==> config.mk <==
export PLATFORM = sky130hd
export DESIGN_NAME = adc_sample_averager
export DESIGN_NICKNAME = d
export VERILOG_FILES = /design/src/rtl/adc_sample_averager.sv
export SDC_FILE = /design/constraint.sdc
export NUM_CORES = 1
export LEC_CHECK = 0
export ABC_CLOCK_PERIOD_IN_PS = 5000
export CAP_MARGIN = 25
export CORE_ASPECT_RATIO = 2
export CORE_MARGIN = 1.5
export CORE_UTILIZATION = 32
export DETAILED_ROUTE_END_ITERATION = 10
export HOLD_SLACK_MARGIN = 0.02
export PLACE_DENSITY = 0.57
export SETUP_SLACK_MARGIN = 0.15
export SYNTH_ARGS = -nofsm -noshare
export SYNTH_HDL_FRONTEND = slang
export SYNTH_SLANG_ARGS = --single-unit
==> constraint.sdc <==
create_clock -name clk -period 5 [get_ports clk]
set_clock_uncertainty 0.2 [all_clocks]
set_input_delay 1.25 -clock clk [delete_from_list [all_inputs] [get_ports clk]]
set_output_delay 1.25 -clock clk [all_outputs]
set_load 0.02 [all_outputs]
==> src/rtl/adc_sample_averager.sv <==
// adc_sample_averager: averages windows of 2^AVG_LOG2 ADC samples and
// offers each truncated mean on a valid/ready handshake.
// Ports:
//   clk, reset      - system clock, synchronous active-high reset
//   enable          - low holds the block cleared (IDLE)
//   data_ready      - one-cycle pulse qualifying adc_in
//   adc_in          - sample word
//   out_ready       - downstream accepts avg_out
//   out_valid       - avg_out holds an unconsumed result
//   avg_out         - window mean, truncated
//   overrun         - sticky: a completed window was discarded
//   stale           - no sample seen for TIMEOUT_CYCLES enabled cycles
module adc_sample_averager #(
  parameter int unsigned DATA_WIDTH     = 16,
  parameter int unsigned AVG_LOG2       = 4,
  parameter int unsigned TIMEOUT_CYCLES = 1_000_000
) (
  input  logic                  clk,
  input  logic                  reset,
  input  logic                  enable,
  input  logic                  data_ready,
  input  logic [DATA_WIDTH-1:0] adc_in,
  input  logic                  out_ready,
  output logic                  out_valid,
  output logic [DATA_WIDTH-1:0] avg_out,
  output logic                  overrun,
  output logic                  stale
);

  localparam int unsigned ACC_W = DATA_WIDTH + AVG_LOG2;
  localparam int unsigned CNT_W = AVG_LOG2 + 1;
  localparam int unsigned WIN   = 1 << AVG_LOG2;
  localparam int unsigned TO_W  = $clog2(TIMEOUT_CYCLES + 1);

  typedef enum logic {IDLE, ACCUM} state_e;

  state_e                  state_q, state_d;
  logic [ACC_W-1:0]        acc_q, acc_d;
  logic [CNT_W-1:0]        cnt_q, cnt_d;
  logic [TO_W-1:0]         to_q, to_d;
  logic                    valid_q, valid_d;
  logic [DATA_WIDTH-1:0]   avg_q, avg_d;
  logic                    ovr_q, ovr_d;
  logic                    stale_q, stale_d;

  logic [ACC_W-1:0]        sum_c;
  logic                    last_c;

  // Running sum including the current sample; cannot overflow ACC_W bits.
  assign sum_c  = acc_q + ACC_W'(adc_in);
  assign last_c = (cnt_q == CNT_W'(WIN - 1));

  // Next-state and datapath update.
  always_comb begin
    state_d = state_q;
    acc_d   = acc_q;
    cnt_d   = cnt_q;
    to_d    = to_q;
    valid_d = valid_q;
    avg_d   = avg_q;
    ovr_d   = ovr_q;
    stale_d = stale_q;

    if (!enable) begin
      state_d = IDLE;
    end else if (state_q == IDLE) begin
      state_d = ACCUM;
    end

    if (!enable || state_q == IDLE) begin
      // Held cleared; entering ACCUM starts from a clean slate.
      acc_d   = '0;
      cnt_d   = '0;
      to_d    = '0;
      valid_d = 1'b0;
      avg_d   = '0;
      ovr_d   = 1'b0;
      stale_d = 1'b0;
    end else begin
      // A transfer this cycle frees the result register.
      if (valid_q && out_ready) valid_d = 1'b0;

      if (data_ready) begin
        to_d    = '0;
        stale_d = 1'b0;
        if (last_c) begin
          acc_d = '0;
          cnt_d = '0;
          if (!valid_q || out_ready) begin
            avg_d   = DATA_WIDTH'(sum_c >> AVG_LOG2);
            valid_d = 1'b1;
          end else begin
            ovr_d = 1'b1;
          end
        end else begin
          acc_d = sum_c;
          cnt_d = cnt_q + CNT_W'(1);
        end
      end else begin
        // Saturating sample-free cycle counter.
        if (to_q != TO_W'(TIMEOUT_CYCLES)) to_d = to_q + TO_W'(1);
        stale_d = (to_d == TO_W'(TIMEOUT_CYCLES));
      end
    end
  end

  // State and output registers.
  always_ff @(posedge clk) begin
    if (reset) begin
      state_q <= IDLE;
      acc_q   <= '0;
      cnt_q   <= '0;
      to_q    <= '0;
      valid_q <= 1'b0;
      avg_q   <= '0;
      ovr_q   <= 1'b0;
      stale_q <= 1'b0;
    end else begin
      state_q <= state_d;
      acc_q   <= acc_d;
      cnt_q   <= cnt_d;
      to_q    <= to_d;
      valid_q <= valid_d;
      avg_q   <= avg_d;
      ovr_q   <= ovr_d;
      stale_q <= stale_d;
    end
  end

  assign out_valid = valid_q;
  assign avg_out   = avg_q;
  assign overrun   = ovr_q;
  assign stale     = stale_q;

endmodule

After elaboration in Yosys (flattened, before gate mapping)
Index checks and enable logic that the tools add are counted.
{"block": "totals", "register_bits": 65, "latch_bits": 0, "mem_bits_rw": 0, "romBits": 0, "inputBits": 21, "out_inout_bits": 19, "word_cells": 35, "n_memories": 0}
{"block": "classes", "add_sub_neg": 3, "multipliers": 0, "div": 0, "magnitude_cmp": 0, "n_eq_ne": 3, "shifts": 0, "muxes": 10, "n_bitwise": 2, "reduce_logical": 9}
{"operator": "2-to-1 mux 20 bit", "n": 4}
{"operator": "adder 20 x 1 -> 20 bit, second input constant", "n": 1}
{"operator": "adder 20 x 16 -> 20 bit", "n": 1}
{"operator": "== test 20 bit, second input constant", "n": 1}
{"operator": "inequality test 20 bit, second input constant", "n": 1}
{"operator": "AND reduction 3 bit", "n": 2}
{"operator": "adder 5 x 1 -> 5 bit, second input constant", "n": 1}
{"operator": "== test 5 x 4 -> 1 bit, second input constant", "n": 1}
{"operator": "2-to-1 mux 1 bit", "n": 5}
{"operator": "2-to-1 mux 5 bit", "n": 1}
{"operator": "OR reduction 3 bit", "n": 1}
{"operator": "logical NOT 1 bit", "n": 2}
{"operator": "logical OR 1 bit", "n": 2}
{"operator": "inverter 1 bit", "n": 2}
{"operator": "OR reduction 2 bit", "n": 1}
{"operator": "logical AND 1 bit", "n": 1}

Depth between registers and ports, before layout
{"block": "logic_depth", "depth_word": 5, "depth_mapped": 9}

Least setup slack after synthesis
Ideal clock, no wire load.
{"block": "synth_path", "path_kind": "input-to-reg", "from": "in adc_in[0]", "to": "reg acc_q[10]", "t_arrival_ns": 3.179, "required_ns": 4.683, "path_slack_ns": 1.504, "cell_stages": 8, "path_buffers": 0, "cell_sequence": "ha_1 > fa_1 > a21oi_1 > o21ai_0 > a2111oi_0 > o31ai_1 > xor2_1 > a22o_1"}
{"block": "synth_between", "elab_chain_len": 2}
{"element": "from (decl)", "line_no": "22", "rtl": "input logic [DATA_WIDTH-1:0] adc_in,"}
{"element": "adder 20 x 16 -> 20 bit", "line_no": "50", "rtl": "assign sum_c = acc_q + ACC_W'(adc_in);"}
{"element": "2-to-1 mux 20 bit", "line_no": "86", "rtl": "if (last_c) begin"}
{"element": "to (signal assigned)", "line_no": "111", "rtl": "acc_q <= '0;"}
{"element": "to (signal assigned)", "line_no": "120", "rtl": "acc_q <= acc_d;"}
{"element": "to (decl)", "line_no": "38", "rtl": "logic [ACC_W-1:0] acc_q, acc_d;"}
No other way between the ends.
A chain may end at the register's enable or synchronous reset.

Worst setup path after layout
{"block": "layout_path", "from": "in adc_in[0]", "to": "reg acc_q[16]"}
Same word-level chain as after synthesis.

==> results.json <==
{
  "first_pass_iters": 4,
  "period_minus_slack_ps": 3830,
  "post_cts_buffers": 0,
  "worst_pin_slew_ps": 765,
  "path_class": "input pin to flip-flop",
  "io_pins": 40,
  "synthTopCellsByCount": "dfxtp_1, nand2_1, nor2_1, a21oi_1, nand3_1",
  "worstHoldStart": "acc_q[2]",
  "post-synth-top-count-cell": "dfxtp_1",
  "first_global_vias": 3213,
  "hold_depth": 2,
  "place_hpwl_mm": 6.95,
  "setup_slack_ps": 1170,
  "initial_core_util_pct": 32.9,
  "hold_end": "acc_q[2]",
  "fill_cells": 1089,
  "r2r_cells": 9,
  "numCtsBuffers": 9,
  "period_share_pct": 76.7,
  "critPathLaunchType": "input pin",
  "grt_setup_unrepaired": "false",
  "crit_path_end_kind": "flip-flop",
  "clk_pin_slew_worst_paths_ps": 50,
  "slew_viol_final": 0,
  "r2r_slack_ps": 2200,
  "setup_violations": 0,
  "finalPower_mw": 1.28,
  "worstPathRequired_ps": 5000,
  "post_cts_resized": 0,
  "clock_path_buffers": 2,
  "clkLatencyLatePin_ps": 330,
  "synth_top_cell_by_area": "dfxtp_1",
  "hold_violations": 0,
  "vias": 3201,
  "timing.rr.start": "acc_q[0]",
  "dieWidth_um": 77.7,
  "timing.fmax_mhz": 261,
  "dp_slack_ps": 874,
  "drtIter0Drc": 128,
  "die_h_um": 152,
  "holdWs_ps": 259,
  "ys_warn_count": 0,
  "port_buffers": 39,
  "crit_arrival_ps": 3830,
  "fin_util_pct": 40.3,
  "status": "finished clean",
  "drc_errors": 0,
  "finalWeightedCongestion": 0.934,
  "grt_pass1_wl_mm": 15.0,
  "cts_tree": "done",
  "ys_types": 59,
  "synth-seq-cells": 65,
  "ir_drop_mv": 0.178,
  "h-tree-depth": 3,
  "synth_edf_count": 0,
  "wl_per_cell_um": 15.1,
  "drtAntennaViolNets": 0,
  "max-slew-margin-rel_pct": 48.9,
  "grt_antenna_before_repair": 0,
  "dieArea_sq_um": 11900,
  "syn_to_final_growth_pct": 22.6,
  "power_density_nw_per_um2": 293,
  "crit_fanout": 4,
  "synth_top_cell_area_share_pct": 36.4,
  "globalRouteTotalUtil_pct": 16.1,
  "nets": 502,
  "maxCapViolations": 0,
  "synthFlopType": "dfxtp_1",
  "synth_area_leaders": "dfxtp_1, ha_1, nand2_1",
  "grt_max_degree": 22,
  "cts_hold_buf": 0,
  "async_flop_share_pct": 0,
  "synth.yosys.seq_area_share_pct": 36.4,
  "syn_inst": 428,
  "drive_above_1_share_pct": 6.22,
  "cts_num_sinks": 65,
  "synth_nets": 469,
  "p_leak_nw": 1.59,
  "num_rows": 54,
  "cts_root_buffer": "clkbuf_16",
  "grt_remaining_overflow": 0,
  "vias_per_cell": 5.28,
  "antenna_cells": 0,
  "holdCritPathClass": "flip-flop to flip-flop",
  "rr_endpoint": "acc_q[16]",
  "syn_avg_cell_area_sq_um": 8.35,
  "core_area_sq_um": 10900,
  "finalSetupTns_ps": 0,
  "synth.cell_area_sq_um": 3570,
  "wl_mm": 9.14
}
==> placed cells by master (no fill, tap or decap), types with 10 or more instances in the layout <==
| cell type | netlist | layout |
|---|---|---|
| clkdlybuf4s50_1 | 0 | 39 |
| nand3_1 | 26 | 26 |
| a21oi_1 | 27 | 27 |
| nor3_1 | 10 | 10 |
| ha_1 | 19 | 19 |
| o21ai_0 | 21 | 21 |
| xnor2_1 | 17 | 17 |
| nor2_1 | 43 | 43 |
| xor2_1 | 20 | 20 |
| dfxtp_1 | 65 | 65 |
| nand2_1 | 50 | 50 |
==> cells by family (layout without fill, tap and decap cells) <==
kind of cell	count (synthesis)	after routing	synth area share, %
multiplexers	2	2	0.595
AO/OA/AOI/OAI	97	97	17.8
AND/OR/NAND/NOR	177	177	24.5
buffers and inverters	30	68	4.48
adder cells (fa/ha/maj)	20	20	7.21
flip-flops	65	65	36.4
XOR/XNOR	37	37	9.07
==> flip-flops by register name, summed over array words and instances (netlist names) <==
register	flops
avg_out	16
overrun	1
stale	1
to_q	20
out_valid	1
state_q	1
cnt_q	5
acc_q	20
==> through the flow <==
step	instance area, sq um	cells
after floorplan	3570	428
after global placement	4050	590
after detailed placement	4050	590
after CTS	4380	606
after global routing	4380	606
final	4380	606
==> per-layer routing <==
layer / GRT usage (%) / up-vias / routed length, um / part of all wire, %
met5: 0 / - / 0 / 0
li1: - / 1596 / - / -
met4: 7.45 / 0 / 204 / 2.2
met3: 2.81 / 17 / 249 / 2.7
met2: 32.2 / 58 / 5450 / 60
met1: 15.0 / 1530 / 3240 / 35
==> worst max-delay path by stage <==
stage | slack [ps] | start | end
detailed placement | 870 | adc_in[0] | acc_q[10]
global route | 990 | adc_in[0] | avg_out[12]
finish | 1170 | adc_in[0] | acc_q[16]
floorplan | 1500 | adc_in[0] | acc_q[10]
CTS | 1230 | adc_in[0] | acc_q[10]
global placement | 910 | adc_in[0] | acc_q[10]
==> area by class of cell <==
type,instances,area (sq um),area share (%)
clock buffers,11,253,5.77
multi-input cells,333,2110,48.2
flip-flops and latches,65,1300,29.7
well taps,140,175,4.00
repair buffers,45,435,9.94
clock inverters,5,77.6,1.77
inverters,7,26.3,0.600
==> power breakdown <==
part | switching, mW | internal, mW
Combinational | 0.0348 | 0.0321
Clock | 0.231 | 0.462
Sequential | 0.00173 | 0.521
Total | 0.268 | 1.01
==> critical path, cell delays in order <==
cell	delay, ps
clkdlybuf4s50_1	400
ha_1	220
fa_1	410
a21oi_1	230
o211ai_1	150
a211oi_1	400
o31ai_2	200
a31oi_1	330
o21ba_2	190
a31oi_1	40
No activity file was read; power rests on OpenSTA's default activity.
